### src/rtl/hazard_ctrl_pkg.sv
// ============================================================================
// Module   : hazard_ctrl_pkg
// Purpose  : Shared types and constants for the pipeline hazard controller.
// Revision : 1.0 - initial release
// ============================================================================
`default_nettype none

package hazard_ctrl_pkg;

    typedef enum logic [1:0] {
        ST_RUN      = 2'd0,
        ST_REDIRECT = 2'd1,
        ST_MEM_WAIT = 2'd2
    } ctrl_state_t;

    // x0 is hardwired to zero, so a load targeting it never creates a hazard
    localparam int ZERO_REG             = 0;
    localparam int REDIRECT_BUBBLES_MAX = 7;
    localparam int BUBBLE_CNT_W         = $clog2(REDIRECT_BUBBLES_MAX + 1);

endpackage

`default_nettype wire

### src/rtl/pipeline_hazard_ctrl_if.sv
// ============================================================================
// Module   : pipeline_hazard_ctrl_if
// Purpose  : Hazard inputs and stage enable/flush outputs of the controller.
// Revision : 1.0 - initial release
// ============================================================================
`default_nettype none

interface pipeline_hazard_ctrl_if #(
    parameter int REG_ADDR_W = 5
);
    logic [REG_ADDR_W-1:0] id_rs1;
    logic [REG_ADDR_W-1:0] id_rs2;
    logic                  id_uses_rs1;
    logic                  id_uses_rs2;
    logic [REG_ADDR_W-1:0] ex_rd;
    logic                  ex_mem_read;
    logic                  ex_branch_taken;
    logic                  imem_valid;
    logic                  dmem_busy;

    logic                  pc_ena;
    logic                  if_id_ena;
    logic                  if_id_flush;
    logic                  id_ex_ena;
    logic                  id_ex_flush;
    logic                  ex_mem_ena;
    logic [1:0]            ctrl_state;
    logic [31:0]           perf_stall_cnt;
    logic [31:0]           perf_flush_cnt;

    // Controller side
    modport master (
        input  id_rs1, id_rs2, id_uses_rs1, id_uses_rs2, ex_rd, ex_mem_read,
               ex_branch_taken, imem_valid, dmem_busy,
        output pc_ena, if_id_ena, if_id_flush, id_ex_ena, id_ex_flush,
               ex_mem_ena, ctrl_state, perf_stall_cnt, perf_flush_cnt
    );

    // Pipeline side
    modport slave (
        output id_rs1, id_rs2, id_uses_rs1, id_uses_rs2, ex_rd, ex_mem_read,
               ex_branch_taken, imem_valid, dmem_busy,
        input  pc_ena, if_id_ena, if_id_flush, id_ex_ena, id_ex_flush,
               ex_mem_ena, ctrl_state, perf_stall_cnt, perf_flush_cnt
    );
endinterface

`default_nettype wire

### src/rtl/load_use_detect.sv
// ============================================================================
// Module   : load_use_detect
// Purpose  : Combinational load-use comparator between the ID and EX stages.
// Revision : 1.0 - initial release
// ============================================================================
`default_nettype none

module load_use_detect
    import hazard_ctrl_pkg::*;
#(
    parameter int REG_ADDR_W = 5
) (
    input  wire logic [REG_ADDR_W-1:0] id_rs1,
    input  wire logic [REG_ADDR_W-1:0] id_rs2,
    input  wire logic                  id_uses_rs1,
    input  wire logic                  id_uses_rs2,
    input  wire logic [REG_ADDR_W-1:0] ex_rd,
    input  wire logic                  ex_mem_read,
    output logic                       hazard
);

    logic rs1_hit;
    logic rs2_hit;

    assign rs1_hit = id_uses_rs1 && (id_rs1 == ex_rd);
    assign rs2_hit = id_uses_rs2 && (id_rs2 == ex_rd);
    assign hazard  = ex_mem_read && (ex_rd != REG_ADDR_W'(ZERO_REG)) && (rs1_hit || rs2_hit);

endmodule

`default_nettype wire

### src/rtl/pipeline_hazard_ctrl.sv
// ============================================================================
// Module   : pipeline_hazard_ctrl
// Purpose  : Stall/flush sequencer for the 5-stage core. Optional performance
//            counters are built when HAZARD_PERF_CNT_EN is defined.
// Revision : 1.0 - initial release
// ============================================================================
`default_nettype none

module pipeline_hazard_ctrl
    import hazard_ctrl_pkg::*;
#(
    parameter int REG_ADDR_W       = 5,
    parameter int REDIRECT_BUBBLES = 1
) (
    input  wire logic              clk,
    input  wire logic              reset,
    pipeline_hazard_ctrl_if.master hz
);

    if (REDIRECT_BUBBLES < 0 || REDIRECT_BUBBLES > REDIRECT_BUBBLES_MAX) begin : g_bad_bubbles
        $error("REDIRECT_BUBBLES out of range");
    end

    ctrl_state_t             state;
    ctrl_state_t             state_n;
    logic [BUBBLE_CNT_W-1:0] bubble_cnt;
    logic [BUBBLE_CNT_W-1:0] bubble_cnt_n;
    logic                    pend_redir;
    logic                    pend_redir_n;

    logic load_use;
    logic redirect_req;
    logic pc_ena;
    logic if_id_ena;
    logic if_id_flush;
    logic id_ex_ena;
    logic id_ex_flush;
    logic ex_mem_ena;

    load_use_detect #(
        .REG_ADDR_W (REG_ADDR_W)
    ) u_load_use_detect (
        .id_rs1      (hz.id_rs1),
        .id_rs2      (hz.id_rs2),
        .id_uses_rs1 (hz.id_uses_rs1),
        .id_uses_rs2 (hz.id_uses_rs2),
        .ex_rd       (hz.ex_rd),
        .ex_mem_read (hz.ex_mem_read),
        .hazard      (load_use)
    );

    // A redirect deferred by a busy data memory replays on the first free cycle
    assign redirect_req = hz.ex_branch_taken || ((state == ST_MEM_WAIT) && pend_redir);

    always_ff @(posedge clk) begin
        if (reset) begin
            state      <= ST_RUN;
            bubble_cnt <= '0;
            pend_redir <= 1'b0;
        end else begin
            state      <= state_n;
            bubble_cnt <= bubble_cnt_n;
            pend_redir <= pend_redir_n;
        end
    end

    always_comb begin
        pc_ena       = 1'b1;
        if_id_ena    = 1'b1;
        if_id_flush  = 1'b0;
        id_ex_ena    = 1'b1;
        id_ex_flush  = 1'b0;
        ex_mem_ena   = 1'b1;
        state_n      = state;
        bubble_cnt_n = bubble_cnt;
        pend_redir_n = pend_redir;

        if (reset) begin
            pc_ena      = 1'b0;
            if_id_ena   = 1'b0;
            if_id_flush = 1'b1;
            id_ex_ena   = 1'b0;
            id_ex_flush = 1'b1;
            ex_mem_ena  = 1'b0;
        end else if (hz.dmem_busy) begin
            pc_ena     = 1'b0;
            if_id_ena  = 1'b0;
            id_ex_ena  = 1'b0;
            ex_mem_ena = 1'b0;
            state_n    = ST_MEM_WAIT;
            if (hz.ex_branch_taken) begin
                pend_redir_n = 1'b1;
            end
        end else if (redirect_req) begin
            if_id_flush  = 1'b1;
            id_ex_ena    = 1'b0;
            id_ex_flush  = 1'b1;
            pend_redir_n = 1'b0;
            bubble_cnt_n = BUBBLE_CNT_W'(REDIRECT_BUBBLES);
            state_n      = (REDIRECT_BUBBLES > 0) ? ST_REDIRECT : ST_RUN;
        end else if (state == ST_REDIRECT) begin
            if_id_flush  = 1'b1;
            bubble_cnt_n = bubble_cnt - BUBBLE_CNT_W'(1);
            if (bubble_cnt <= BUBBLE_CNT_W'(1)) begin
                state_n = ST_RUN;
            end
        end else begin
            // RUN, or MEM_WAIT released without a pending redirect
            state_n = ST_RUN;
            if (load_use) begin
                pc_ena      = 1'b0;
                if_id_ena   = 1'b0;
                id_ex_ena   = 1'b0;
                id_ex_flush = 1'b1;
            end else if (!hz.imem_valid) begin
                pc_ena      = 1'b0;
                if_id_flush = 1'b1;
            end
        end
    end

    assign hz.pc_ena      = pc_ena;
    assign hz.if_id_ena   = if_id_ena;
    assign hz.if_id_flush = if_id_flush;
    assign hz.id_ex_ena   = id_ex_ena;
    assign hz.id_ex_flush = id_ex_flush;
    assign hz.ex_mem_ena  = ex_mem_ena;
    assign hz.ctrl_state  = state;

`ifdef HAZARD_PERF_CNT_EN
    logic [31:0] stall_cnt;
    logic [31:0] flush_cnt;

    always_ff @(posedge clk) begin
        if (reset) begin
            stall_cnt <= '0;
            flush_cnt <= '0;
        end else begin
            if (!pc_ena) begin
                stall_cnt <= stall_cnt + 32'd1;
            end
            if (!hz.dmem_busy && redirect_req) begin
                flush_cnt <= flush_cnt + 32'd1;
            end
        end
    end

    assign hz.perf_stall_cnt = stall_cnt;
    assign hz.perf_flush_cnt = flush_cnt;
`else
    assign hz.perf_stall_cnt = 32'd0;
    assign hz.perf_flush_cnt = 32'd0;
`endif

endmodule

`default_nettype wire

### src/flat_wrapper.sv
// flat-port wrapper written by rule: the top's interface ports become plain ports
module pipeline_hazard_ctrl_flat import hazard_ctrl_pkg::*;
#(
    parameter int REG_ADDR_W       = 5,
    parameter int REDIRECT_BUBBLES = 1
)
  (clk, reset, hz_id_rs1, hz_id_rs2, hz_id_uses_rs1, hz_id_uses_rs2, hz_ex_rd, hz_ex_mem_read, hz_ex_branch_taken, hz_imem_valid, hz_dmem_busy, hz_pc_ena, hz_if_id_ena, hz_if_id_flush, hz_id_ex_ena, hz_id_ex_flush, hz_ex_mem_ena, hz_ctrl_state, hz_perf_stall_cnt, hz_perf_flush_cnt);
  pipeline_hazard_ctrl_if #(.REG_ADDR_W(REG_ADDR_W)) hz_i ();
  input  wire logic clk;
  input  wire logic reset;
  input wire logic [$bits(hz_i.id_rs1)-1:0] hz_id_rs1;
  input wire logic [$bits(hz_i.id_rs2)-1:0] hz_id_rs2;
  input wire logic [$bits(hz_i.id_uses_rs1)-1:0] hz_id_uses_rs1;
  input wire logic [$bits(hz_i.id_uses_rs2)-1:0] hz_id_uses_rs2;
  input wire logic [$bits(hz_i.ex_rd)-1:0] hz_ex_rd;
  input wire logic [$bits(hz_i.ex_mem_read)-1:0] hz_ex_mem_read;
  input wire logic [$bits(hz_i.ex_branch_taken)-1:0] hz_ex_branch_taken;
  input wire logic [$bits(hz_i.imem_valid)-1:0] hz_imem_valid;
  input wire logic [$bits(hz_i.dmem_busy)-1:0] hz_dmem_busy;
  output wire logic [$bits(hz_i.pc_ena)-1:0] hz_pc_ena;
  output wire logic [$bits(hz_i.if_id_ena)-1:0] hz_if_id_ena;
  output wire logic [$bits(hz_i.if_id_flush)-1:0] hz_if_id_flush;
  output wire logic [$bits(hz_i.id_ex_ena)-1:0] hz_id_ex_ena;
  output wire logic [$bits(hz_i.id_ex_flush)-1:0] hz_id_ex_flush;
  output wire logic [$bits(hz_i.ex_mem_ena)-1:0] hz_ex_mem_ena;
  output wire logic [$bits(hz_i.ctrl_state)-1:0] hz_ctrl_state;
  output wire logic [$bits(hz_i.perf_stall_cnt)-1:0] hz_perf_stall_cnt;
  output wire logic [$bits(hz_i.perf_flush_cnt)-1:0] hz_perf_flush_cnt;
  assign hz_i.id_rs1 = hz_id_rs1;
  assign hz_i.id_rs2 = hz_id_rs2;
  assign hz_i.id_uses_rs1 = hz_id_uses_rs1;
  assign hz_i.id_uses_rs2 = hz_id_uses_rs2;
  assign hz_i.ex_rd = hz_ex_rd;
  assign hz_i.ex_mem_read = hz_ex_mem_read;
  assign hz_i.ex_branch_taken = hz_ex_branch_taken;
  assign hz_i.imem_valid = hz_imem_valid;
  assign hz_i.dmem_busy = hz_dmem_busy;
  assign hz_pc_ena = hz_i.pc_ena;
  assign hz_if_id_ena = hz_i.if_id_ena;
  assign hz_if_id_flush = hz_i.if_id_flush;
  assign hz_id_ex_ena = hz_i.id_ex_ena;
  assign hz_id_ex_flush = hz_i.id_ex_flush;
  assign hz_ex_mem_ena = hz_i.ex_mem_ena;
  assign hz_ctrl_state = hz_i.ctrl_state;
  assign hz_perf_stall_cnt = hz_i.perf_stall_cnt;
  assign hz_perf_flush_cnt = hz_i.perf_flush_cnt;
  pipeline_hazard_ctrl #(.REG_ADDR_W(REG_ADDR_W), .REDIRECT_BUBBLES(REDIRECT_BUBBLES)) u_core (.clk(clk), .reset(reset), .hz(hz_i));
endmodule
### config.mk
export PLATFORM = sky130hd
export DESIGN_NAME = pipeline_hazard_ctrl_flat
export DESIGN_NICKNAME = d
export VERILOG_FILES = /design/src/rtl/hazard_ctrl_pkg.sv /design/src/rtl/pipeline_hazard_ctrl_if.sv /design/src/rtl/load_use_detect.sv /design/src/rtl/pipeline_hazard_ctrl.sv /design/src/flat_wrapper.sv
export SDC_FILE = /design/constraint.sdc
export NUM_CORES = 1
export LEC_CHECK = 0
export CAP_MARGIN = 25
export CORE_MARGIN = 2
export CORE_UTILIZATION = 31
export CTS_BUF_LIST = sky130_fd_sc_hd__clkbuf_8
export DETAILED_ROUTE_END_ITERATION = 6
export GPL_TIMING_DRIVEN = 0
export MAX_ROUTING_LAYER = met4
export PLACE_DENSITY_LB_ADDON = 0.12
export SLEW_MARGIN = 30
export SYNTH_ARGS = -nofsm -noshare
export SYNTH_HDL_FRONTEND = slang
export SYNTH_SLANG_ARGS = --single-unit
export TNS_END_PERCENT = 30
### constraint.sdc
create_clock -name clk -period 2.23 [get_ports clk]
set_clock_uncertainty 0.2 [all_clocks]
set_input_delay 0.446 -clock clk [delete_from_list [all_inputs] [get_ports clk]]
set_output_delay 0.446 -clock clk [all_outputs]
set_load 0.01 [all_outputs]
==> flow_summary.yaml, run 1 <==
run_status:
  outcome: "finished with violations"
  violations: "negative setup slack"
clock_network:
  cts.sinks: 6
  cts_hold_buf: 0
  clk_path_buf_depth: 2
  cts_made_buffers: 3
  clk_pin_slew_ns: 0.03
  cts_tree: "yes"
  cts.htree.levels: 1
  cts-root-buf: "clkbuf_8"
  clk_latency_ns: 0.23
final_layout:
  nets: 257
  register_area_sq_um: 120
  diodes: 0
  multi_input_area_sq_um: 643
  final_cell_area_sq_mm: 0.00166
  fin_util_pct: 54.7
  num-fill-cells: 301
  layout_commonest_cell: "buf_4"
  syn2layout_area_growth_pct: 68.0
  layout_common_cells: "buf_4, conb_1, xnor2_1"
  drive_above_1_share_pct: 38.7
job:
  drv_cap: 0
placed_design:
  placed_area_sq_mm: 0.00157
  gp_congestion: 0.743
  hpwl_um: 1850
  port_buffers: 29
yosys:
  synth_xor_area_share_pct: 8.88
  synth_cell_types: 28
  synthAdderAreaFrac_pct: 2.54
  ys_warn_count: 0
  synth_compound_area_share_pct: 9.90
  ys_seq_area_share_pct: 12.2
  synthMuxAreaShare_pct: 1.02
  async_flop_share_pct: 0
  ys_seq_elements: 6
  syn_inst: 130
  synth_edf_count: 0
  syn_avg_cell_area_sq_um: 7.58
  yosys.area_share.simple_pct: 14.5
  synth_top_family_by_area: "buffers and inverters"
  synth_flop_cell: "dfxtp_1"
  syn_area_sq_um: 986
global_routing:
  grt_max_degree: 10
  grt_pass1_wl_um: 3170
  antenna_found_initial: 0
  grt-ovfl-total: 0
  grt_usage_pct: 12.1
  first_global_vias: 754
sta:
  fmax_ghz: 0.428
  period_minus_slack_ns: 2.34
  setup_viol: 5
  holdWs_ns: 0.299
  rsz0062_at_grt: "true"
  hold_viol_final: 0
  final-max-slew-violation-count: 0
  finalSetupTns_ns: -0.328
  fin_crit_sh_pct: 105
  fin_ws_ns: -0.105
critical_path:
  worst_path_max_delay_cell: "or4_4"
  path_class: "in -> out"
  worst-path-buf-inv: 2
  cp_top_family: "simple AND/OR/NAND/NOR gates"
  cp.arrival_ns: 1.69
  end_kind: "primary output"
  crit_chain: "buf_8 -> or4_4 -> o21a_1 -> a311oi_2 -> buf_2"
  slowest_delay_ns: 0.53
  startpoint_type: "input pin"
  critical_path_required_ns: 1.58
  critPathMaxFanout: 3
floorplan:
  row_count: 20
  die_area_sq_mm: 0.00365
  die_w_um: 60.4
  die_y_um: 60.4
  initial_core_util_pct: 32.6
  pin_count: 95
  core_sq_mm: 0.00303
routing:
  viasPerCell: 3.34
  ant_nets: 0
  drtIter0Drc: 8
  first_pass_iters: 4
  vias: 915
  totalWireLength_um: 2150
  drt-wirelength-per-cell_um: 7.83
  drc_errors: 0
power_and_ir_drop:
  p_leak_nw: 0.944
  vdd.ir_drop.worst_mv: 0.237
  powerDensity_mw_per_mm2: 336
hold_path:
  hp-class: "reg -> reg"
## area by class of cell
type | instances | share of cell area (%)
Clock buffer | 3 | 2.49
Multi-Input combinational cell | 118 | 38.8
Inverter | 4 | 0.906
Timing Repair Buffer | 34 | 18.0
Tap cell | 44 | 3.32
Buffer | 65 | 29.2
Sequential cell | 6 | 7.25
## power by group
group | switching, mW | leakage [nW] | internal, mW
Sequential | 0.00510 | 0.0495 | 0.115
Clock | 0.0489 | 0.0216 | 0.116
Combinational | 0.125 | 0.873 | 0.146
Total | 0.179 | 0.944 | 0.378
## repair_timing
item / CTS / global route
buffers inserted: 3 / 2
gates cloned: 0 / 0
setup endpoints to repair: 6 / 6
resized for setup: 62 / 8
pin swaps: 15 / 11
## metal layers
metal	track usage, %	vias up	share of wire (%)
met2	21.3	59	48
met1	12.6	353	36
met5	-	-	0
met3	3.41	4	14
met4	4.76	0	1.7
li1	-	499	-
## cell families after synthesis
group	after synthesis
adders and majority gates	2
other	1
muxes	1
xor gates and xnor gates	10
and+or+nand+nor	28
DFF	6
AOI/OAI and AO/OA	13
buffers and inverters	69
## state kept, by name, summed over array words and instances (netlist names)
name,count
u_core.bubble_cnt,3
u_core.hz.ctrl_state,2
u_core.pend_redir,1
## cell usage after synthesis (2+ instances only)
| cell | instances | area [sq um] |
|---|---|---|
| a21oi_1 | 4 | 20.0 |
| and3_1 | 2 | 12.5 |
| buf_4 | 64 | 480 |
| dfxtp_1 | 6 | 120 |
| ha_1 | 2 | 25.0 |
| inv_1 | 4 | 15.0 |
| nand2_1 | 4 | 15.0 |
| nand2b_1 | 3 | 18.8 |
| nand4_1 | 2 | 12.5 |
| nor2_1 | 8 | 30.0 |
| nor3_1 | 5 | 25.0 |
| xnor2_1 | 10 | 87.6 |
## tightest hold or removal path, delay by kind of cell (launching register included)
family	cells	cell delay, ns
DFF	1	0.33
and+or+nand+nor	2	0.13
## metrics by stage
step	total power [mW]	instances	setup WS, ns
3_3_place_gp	0.383	266	-0.960
2_1_floorplan	0.311	193	0.0912
3_5_place_dp	0.384	266	-0.965
6_report	0.556	274	-0.105
4_1_cts	0.552	272	-0.178
5_1_grt	0.594	274	-0.147
## final timing paths
path                                start              endpoint  slack, ns  cells past startpoint
hold reg to reg         u_core.pend_redir     u_core.pend_redir       0.30                      2
hold / removal          u_core.pend_redir     u_core.pend_redir       0.30                      2
setup / recovery              hz_ex_rd[3]          hz_if_id_ena      -0.11                      5
setup reg to reg  u_core.hz.ctrl_state[1]  u_core.bubble_cnt[1]       0.78                      5
No activity file was read; power rests on OpenSTA's default activity.
==> inputs of run 2 (changes only) <==
- CORE_ASPECT_RATIO: not set -> 1.2
==> flow_summary.yaml, run 2 (same netlist as run 1, synthesis figures left out) <==
final_layout:
  nets: 256
  layout_common_cells: "buf_4, conb_1, dlygate4sd2_1"
  drive_above_1_share_pct: 38.0
  layout_commonest_cell: "buf_4"
  num-fill-cells: 315
  diodes: 0
  top_register: "u_core.bubble_cnt"
  largest_reg_flops: 3
  syn2layout_area_growth_pct: 64.0
  final_cells: 265
clock_network:
  clk_pin_slew_ns: 0.03
  cts-root-buf: "clkbuf_8"
  cts_made_buffers: 3
  cts_tree: "yes"
  cts.htree.levels: 1
  clk_path_buf_depth: 2
  clk_latency_ns: 0.23
  cts.sinks: 6
  cts_hold_buf: 0
critical_path:
  cp-startpoint: "hz_ex_rd[4]"
  critPathMaxFanout: 3
  critical_path_required_ns: 1.58
  startpoint_type: "input pin"
  r2r_cells: 5
  cp.arrival_ns: 1.67
  path_class: "in -> out"
  rr_endpoint: "u_core.bubble_cnt[1]"
  critical_path.endpoint: "hz_if_id_ena"
  reg2reg_from: "u_core.hz.ctrl_state[1]"
  r2r_slack_ns: 0.74
  end_kind: "primary output"
global_routing:
  grt.busiest_layer: "met2"
  grt_pass1_wl_um: 3590
  globalRouteMet1Util_pct: 12.0
  grt_usage_pct: 12.5
  antenna_found_initial: 0
  grt_max_degree: 10
  met2_usage_pct: 23.1
  grt-ovfl-total: 0
  grt.met3_usage_pct: 3.72
  first_global_vias: 826
power_and_ir_drop:
  vdd.ir_drop.worst_mv: 0.248
  p_leak_nw: 0.925
  total_power_mw: 0.553
  powerDensity_mw_per_mm2: 342
floorplan:
  initial_core_util_pct: 32.3
  die_y_um: 65.8
  die_w_um: 55.5
  die_area_sq_mm: 0.00365
  pin_count: 95
  row_count: 22
  core_sq_mm: 0.00306
sta:
  rsz0062_at_grt: "true"
  setup_viol: 5
  fin_crit_sh_pct: 104
  final-max-slew-violation-count: 0
  finalSetupTns_ns: -0.223
  fin_ws_ns: -0.0908
  hold_viol_final: 0
  period_minus_slack_ns: 2.32
  fmax_ghz: 0.431
routing:
  drt-wirelength-per-cell_um: 8.39
  first_pass_iters: 3
  drtIter0Drc: 22
  totalWireLength_um: 2220
  drc_errors: 0
  vias: 926
  viasPerCell: 3.49
  ant_nets: 0
job:
  drv_cap: 0
hold_path:
  hp-class: "reg -> reg"
placed_design:
  hpwl_um: 1860
  gp_congestion: 0.764
  port_buffers: 29
  dp_cells: 258
run_status:
  outcome: "finished with violations"
  violations: "negative setup slack"
run 2: cell count changes in the layout (fill, tap and decap cells not counted):
cell             previous run  this run
buf_4                      66        67
buf_6                       4         2
clkdlybuf4s15_1             3         0
dlygate4sd2_1               8        12
dlymetal6s2s_1              1         0
xnor2_1                     9        10
xnor2_2                     1         0
run 2: worst min-delay path by stage:
| stage | cells after the start | slack, ns | endpoint | startpoint |
|---|---|---|---|---|
| after floorplan | 2 | 0.25 | u_core.pend_redir | u_core.pend_redir |
| after global placement | 2 | 0.28 | u_core.bubble_cnt[1] | u_core.bubble_cnt[1] |
| after detailed placement | 2 | 0.29 | u_core.bubble_cnt[1] | u_core.bubble_cnt[1] |
| after CTS | 2 | 0.30 | u_core.pend_redir | u_core.pend_redir |
| after global routing | 2 | 0.34 | u_core.pend_redir | u_core.pend_redir |
| final | 2 | 0.29 | u_core.pend_redir | u_core.pend_redir |
run 2: final cells by class:
class,instances,area (sq um),area share (%)
Inverter,4,15.0,0.929
Multi-Input combinational cell,118,636,39.3
Tap cell,36,45.0,2.79
Timing Repair Buffer,33,275,17.0
Sequential cell,6,120,7.43
Clock buffer,3,41.3,2.55
Buffer,65,484,30.0
run 2: stage by stage:
step                      area [sq um]  worst slack [ns]  utilization, %  hold WS [ns]
after floorplan                   1220            0.0912               -         0.253
after global placement            1560            -0.978            51.0         0.279
after detailed placement          1560            -0.953            51.0         0.294
after CTS                         1620            -0.101            53.0         0.299
after global routing              1620            -0.153            52.9         0.335
final                             1620           -0.0908            52.9         0.294
run 2: power by group:
group | switching [mW] | internal, mW | total, mW
logic | 0.124 | 0.143 | 0.267
registers | 0.00523 | 0.115 | 0.120
clock network | 0.0502 | 0.116 | 0.166
total | 0.179 | 0.374 | 0.553
run 2: critical path, cell delays in order:
cell	delay (ns)
buf_8	0.09
or4_4	0.54
o21a_1	0.23
a311oi_2	0.19
buf_2	0.17
run 2: timing repair:
| action | in CTS | in global routing |
|---|---|---|
| pin swaps | 20 | 4 |
| endpoints found under the setup margin | 6 | 6 |
| gates resized for setup | 61 | 2 |
| setup buffers | 4 | 0 |
run 2: layer usage:
| metal | part of all wire [%] | vias up |
|---|---|---|
| met5 | 0 | - |
| met2 | 51 | 52 |
| li1 | - | 500 |
| met3 | 10 | 2 |
| met1 | 37 | 372 |
| met4 | 1.2 | 0 |
==> inputs of run 3 (changes only) <==
- CAP_MARGIN: 25 -> not set
==> results of run 3 <==
The final DEF is identical to that of run 2; final timing and power are the same.
